**src/rtl/audio_pkg.sv**
```systemverilog
// Shared constants for the audio PWM output path:
// envelope state encoding and the envelope ceiling.
package audio_pkg;

   localparam logic [1:0] ST_IDLE    = 2'd0;
   localparam logic [1:0] ST_ATTACK  = 2'd1;
   localparam logic [1:0] ST_SUSTAIN = 2'd2;
   localparam logic [1:0] ST_RELEASE = 2'd3;

   localparam logic [3:0] ENV_MAX = 4'd15;

endpackage

```
**src/rtl/audio_pwm_env_gen.sv**
```systemverilog
// env_gen: note envelope (ATTACK/SUSTAIN/RELEASE) and step timer.
// Optional feature macro: AUDIO_ENV_EN. Without it the level is a
// registered 0/15 gate that follows note_on.
// Ports: clk_s, rst (async, high), note_on -> env_level[3:0], busy.
module env_gen
   import audio_pkg::*;
#(
   parameter int unsigned ENV_STEP_DIV = 50000
) (
   input  logic       clk_s,
   input  logic       rst,
   input  logic       note_on,
   output logic [3:0] env_level,
   output logic       busy
);

   logic [3:0] level;

`ifdef AUDIO_ENV_EN

   logic [1:0]  state;
   logic [1:0]  state_nx;
   logic [3:0]  level_nx;
   logic [15:0] step_cnt;
   logic        tick;

   assign tick = (step_cnt == 16'(ENV_STEP_DIV - 1));

   always_comb begin
      state_nx = state;
      level_nx = level;
      case (state)
         ST_IDLE: begin
            if (note_on)
               state_nx = ST_ATTACK;
         end
         ST_ATTACK: begin
            if (!note_on) begin
               state_nx = ST_RELEASE;
            end else if (tick) begin
               // saturate at the ceiling and settle in SUSTAIN
               if (level >= ENV_MAX - 4'd1) begin
                  level_nx = ENV_MAX;
                  state_nx = ST_SUSTAIN;
               end else begin
                  level_nx = level + 4'd1;
               end
            end
         end
         ST_SUSTAIN: begin
            level_nx = ENV_MAX;
            if (!note_on)
               state_nx = ST_RELEASE;
         end
         default: begin
            if (note_on) begin
               state_nx = ST_ATTACK;
            end else if (tick) begin
               // floor at zero and fall back to IDLE
               if (level <= 4'd1) begin
                  level_nx = '0;
                  state_nx = ST_IDLE;
               end else begin
                  level_nx = level - 4'd1;
               end
            end
         end
      endcase
   end

   always_ff @(posedge clk_s or posedge rst) begin
      if (rst) begin
         state <= ST_IDLE;
         level <= '0;
      end else begin
         state <= state_nx;
         level <= level_nx;
      end
   end

   // restart the step interval on every state change so the first
   // step always lands a full interval after the transition
   always_ff @(posedge clk_s or posedge rst) begin
      if (rst)
         step_cnt <= '0;
      else if (state_nx != state || state == ST_IDLE || tick)
         step_cnt <= '0;
      else
         step_cnt <= step_cnt + 16'd1;
   end

   assign busy = (state != ST_IDLE);

`else

   logic busy_q;
   logic unused_div;

   assign unused_div = ^ENV_STEP_DIV;

   always_ff @(posedge clk_s or posedge rst) begin
      if (rst) begin
         level  <= '0;
         busy_q <= 1'b0;
      end else begin
         level  <= note_on ? ENV_MAX : 4'd0;
         busy_q <= note_on;
      end
   end

   assign busy = busy_q;

`endif

   assign env_level = level;

endmodule

```
**src/rtl/audio_pwm_out.sv**
```systemverilog
// Audio PWM output: frame counter, per-frame duty = sample * envelope,
// registered PWM compare. Envelope in env_gen (macro AUDIO_ENV_EN).
// Ports: clk50Mghz, rst (async, high), sample[3:0], note_on ->
//        pwm_out, env_level[3:0], busy.
module audio_pwm_out
   import audio_pkg::*;
#(
   parameter int unsigned PWM_BITS     = 8,
   parameter int unsigned ENV_STEP_DIV = 50000
) (
   input  logic       clk50Mghz,
   input  logic       rst,
   input  logic [3:0] sample,
   input  logic       note_on,
   output logic       pwm_out,
   output logic [3:0] env_level,
   output logic       busy
);

   localparam int unsigned CW = (PWM_BITS > 8) ? PWM_BITS : 8;

   logic [PWM_BITS-1:0] frame_cnt;
   logic [7:0]          duty;
   logic [7:0]          product;
   logic                wrap;

   assign wrap    = &frame_cnt;
   assign product = {4'd0, sample} * {4'd0, env_level};

   env_gen #(
      .ENV_STEP_DIV (ENV_STEP_DIV)
   ) u_env (
      .clk_s     (clk50Mghz),
      .rst       (rst),
      .note_on   (note_on),
      .env_level (env_level),
      .busy      (busy)
   );

   // duty only changes on the edge that wraps the counter to 0,
   // so each frame plays one consistent duty
   always_ff @(posedge clk50Mghz or posedge rst) begin
      if (rst) begin
         frame_cnt <= '0;
         duty      <= '0;
         pwm_out   <= 1'b0;
      end else begin
         frame_cnt <= frame_cnt + 1'b1;
         if (wrap)
            duty <= product;
         pwm_out <= CW'(frame_cnt) < CW'(duty);
      end
   end

endmodule

```
**config.mk**
```make
export PLATFORM = sky130hd
export DESIGN_NAME = audio_pwm_out
export DESIGN_NICKNAME = d
export VERILOG_FILES = /design/src/rtl/audio_pkg.sv /design/src/rtl/audio_pwm_env_gen.sv /design/src/rtl/audio_pwm_out.sv
export SDC_FILE = /design/constraint.sdc
export NUM_CORES = 1
export LEC_CHECK = 0
export CORE_MARGIN = 4
export CORE_UTILIZATION = 30
export CTS_CLUSTER_DIAMETER = 60
export CTS_CLUSTER_SIZE = 40
export DETAILED_ROUTE_END_ITERATION = 16
export HOLD_SLACK_MARGIN = 0.02
export PLACE_DENSITY = 0.51
export SLEW_MARGIN = 20
export SYNTH_ARGS = -nofsm -noshare
export SYNTH_HDL_FRONTEND = slang
export SYNTH_HIERARCHICAL = 1
export SYNTH_SLANG_ARGS = --single-unit
```
**constraint.sdc**
```tcl
create_clock -name clk50Mghz -period 2.6 [get_ports clk50Mghz]
set_input_delay 0.39 -clock clk50Mghz [delete_from_list [all_inputs] [get_ports clk50Mghz]]
set_output_delay 0.39 -clock clk50Mghz [all_outputs]
set_load 0.005 [all_outputs]
```
==> results.json <==
{
  "synth_top_family_by_area": "adder cells",
  "final_layout_size_suffix_gt1_frac": 0.200,
  "worstPathArrival_ps": 2720,
  "r2r-start": "u_env/env_level[2]",
  "nets": 192,
  "final-instance-count-excl-fill": 210,
  "synth_area_per_cell_um2": 9.73,
  "leakagePower_nw": 0.870,
  "cts_tree": "yes",
  "grt.total_usage": 0.106,
  "grt_pass1_vias": 1014,
  "place_congestion": 0.754,
  "fmax_ghz": 0.387,
  "met1_usage": 0.136,
  "hold_viol_final": 0,
  "drt-pass1-iter-count": 4,
  "register_area_um2": 452,
  "yosysWarnings": 6,
  "start_util": 0.319,
  "ys_seq_area_frac": 0.340,
  "crit_start": "u_env/env_level[2]",
  "vias": 1018,
  "ir_drop_mv": 0.174,
  "grt_overflow_total": 0,
  "path_class": "flop to flop",
  "postSynthRegisterBits": 18,
  "crit_fanout": 7,
  "via_per_inst": 4.85,
  "fin_worst_skew_ps": 2.26,
  "drc": 0,
  "syn-num-nets": 167,
  "endpoint": "duty[6]",
  "period_needed_ps": 2580,
  "busiest_layer": "met2",
  "clk_latency_ps": 250,
  "reg2regPathDepth": 9,
  "synthCells": 136,
  "final_cell_mix": "17 x dfrtp_1, 16 x inv_1, 16 x ha_1",
  "routed_wl_um": 2690,
  "path_cells": "nand2_2, fa_1, fa_1, inv_2, fa_2, a21o_1, a21oi_2, xor2_1, o21ai_1",
  "portBuffers": 12,
  "synth-compound-area-share": 0.100,
  "grt_use_met3": 0.0257,
  "crit_top_cell": "fa_1",
  "numCtsBuffers": 3,
  "clock_sinks": 18,
  "multi_input_area_um2": 832,
  "cp.required_ps": 2740,
  "setup_viol": 0,
  "syn_area_mm2": 0.00132,
  "slew_headroom": 0.550,
  "drtIter0Drc": 41,
  "crit_path_end_kind": "flop",
  "synthAdderAreaFrac": 0.250,
  "finalCritPeriodShare": 0.994,
  "rows": 23,
  "gr-usage-met2": 0.179,
  "critPathSlowestCell": "fa_1",
  "synth.area.mux_share": 0.00756,
  "hp-class": "input port to asynchronous set/reset pin",
  "outcome": "completed",
  "die_width_um": 74.4,
  "die_y_um": 74.4,
  "root_buffer": "clkbuf_8",
  "cts_max_path_buffers": 2,
  "grt_pass1_wl_um": 4510,
  "synth_xor_area_frac": 0.0529,
  "antennaDiodeCount": 0,
  "rsz0062_at_grt": "true",
  "grt_start_max_net_pins": 18,
  "wire_per_inst_um": 12.8,
  "r2r_end": "duty[6]",
  "areaGrowthSynthToFinish_pct": 27.1,
  "crit_cells": 9,
  "die_area_mm2": 0.00554,
  "coreArea_mm2": 0.00414,
  "hold-worst-slack_ps": 297,
  "htreeDepth": 1,
  "path_clk_slew_ps": 70,
  "power.density_mw_per_mm2": 398,
  "drv_cap": 0,
  "place_inst": 205,
  "worstPathBufferInverterCount": 1,
  "io_pins": 13,
  "drtAntennaViolNets": 0,
  "worstMarginPinSlew_ps": 675,
  "nFillCells": 420,
  "final_common_cell": "dfrtp_1",
  "cp_top_family": "adder cells",
  "worstSetupStartpointType": "flop",
  "place_hpwl_um": 2160,
  "crit_path_max_incr_delay_ps": 500,
  "yosys.area_share.simple": 0.176,
  "reg2reg_slack_ps": 20,
  "synth_cell_types": 29,
  "ctsHoldBuffers": 0,
  "slew_violations": 0,
  "antenna_found_initial": 0
}
## metal layers
metal,share of wire,wire length (µm)
met1,0.49,1320
met2,0.48,1290
met3,0.023,62
met4,0.010,27
met5,0,0
## cells in the mapped netlist
cell / n / share of area
and3_2: 1 / 0.0057
a211oi_1: 3 / 0.017
buf_4: 4 / 0.023
nor4_1: 1 / 0.0047
a21o_1: 5 / 0.028
nand2_1: 15 / 0.043
inv_1: 17 / 0.048
o31a_1: 1 / 0.0066
xor2_1: 3 / 0.020
o22ai_1: 1 / 0.0047
nand3_1: 6 / 0.023
and2_1: 8 / 0.038
or2_4: 1 / 0.0066
xnor2_1: 5 / 0.033
ha_1: 20 / 0.19
or4_1: 1 / 0.0057
mux2i_1: 1 / 0.0076
o21ai_0: 7 / 0.026
nand4_1: 2 / 0.0095
clkbuf_1: 1 / 0.0028
nand2b_1: 1 / 0.0047
a21oi_1: 3 / 0.011
nand4_2: 1 / 0.0095
fa_1: 4 / 0.060
nor2_1: 2 / 0.0057
and4_2: 1 / 0.0076
o21bai_1: 1 / 0.0057
nor4b_1: 2 / 0.013
dfrtp_1: 18 / 0.34
## layout make-up
class | count | area share
timing repair buffer | 25 | 0.129
tap | 50 | 0.0372
clock buffer | 4 | 0.0327
inverter | 17 | 0.0379
multi-input combinational | 96 | 0.494
sequential | 18 | 0.268
## worst min path at each step
stage / start / endpoint / slack (ps) / cells after the start
finish: rst / u_env/env_level[2] / 300 / 2
global route: rst / u_env/env_level[2] / 320 / 2
CTS: rst / u_env/env_level[2] / 300 / 2
detailed placement: duty[0] / duty[0] / 470 / 2
global placement: duty[0] / duty[0] / 470 / 2
floorplan: rst / u_env/env_level[2] / 120 / 1
## state kept, by name, summed over array words and instances (netlist names)
register         flops
u_env/env_level      1
duty                 8
frame_cnt            8
pwm_out              1
## metrics by stage
| step | TNS, ps | area, µm² | power, mW | util | worst slack [ps] |
|---|---|---|---|---|---|
| after global placement | -1420 | 1580 | 0.422 | 0.380 | -371 |
| after global routing | -240 | 1680 | 0.713 | 0.406 | -112 |
| after floorplan | 0 | 1350 | 0.370 | - | 48.5 |
| after detailed placement | -1660 | 1580 | 0.423 | 0.380 | -428 |
| final | 0 | 1680 | 0.670 | 0.406 | 15.4 |
| after CTS | -14.0 | 1640 | 0.668 | 0.397 | -14.0 |
## cells by family (layout without fill, tap and decap cells)
logic type	count (synthesis)	after routing
buffers and inverters	22	46
multiplexers	1	1
flip-flops	18	18
XOR/XNOR	8	8
adder cells (fa/ha/maj)	24	24
AND/OR/NAND/NOR	42	42
AO/OA/AOI/OAI	21	21
## report_power, final
| part | internal [mW] | switching, mW |
|---|---|---|
| Combinational | 0.0833 | 0.0735 |
| Clock | 0.135 | 0.0957 |
| Sequential | 0.281 | 0.00186 |
## timing repair
item                       CTS  global route
setup buffers                0             1
resized for setup            8             4
setup endpoints to repair    4             3
pin swaps                    7             5
cloned                       0             0
## worst reg2reg max path, delay by kind of cell (launching register included)
| family | cells | cell delay (ps) |
|---|---|---|
| compound gates | 3 | 410 |
| xor+xnor | 1 | 150 |
| fa+ha+maj | 3 | 1320 |
| buf+inv | 1 | 60 |
| flops | 1 | 440 |
| simple gates | 1 | 80 |
(Power assumes the default switching activity.)
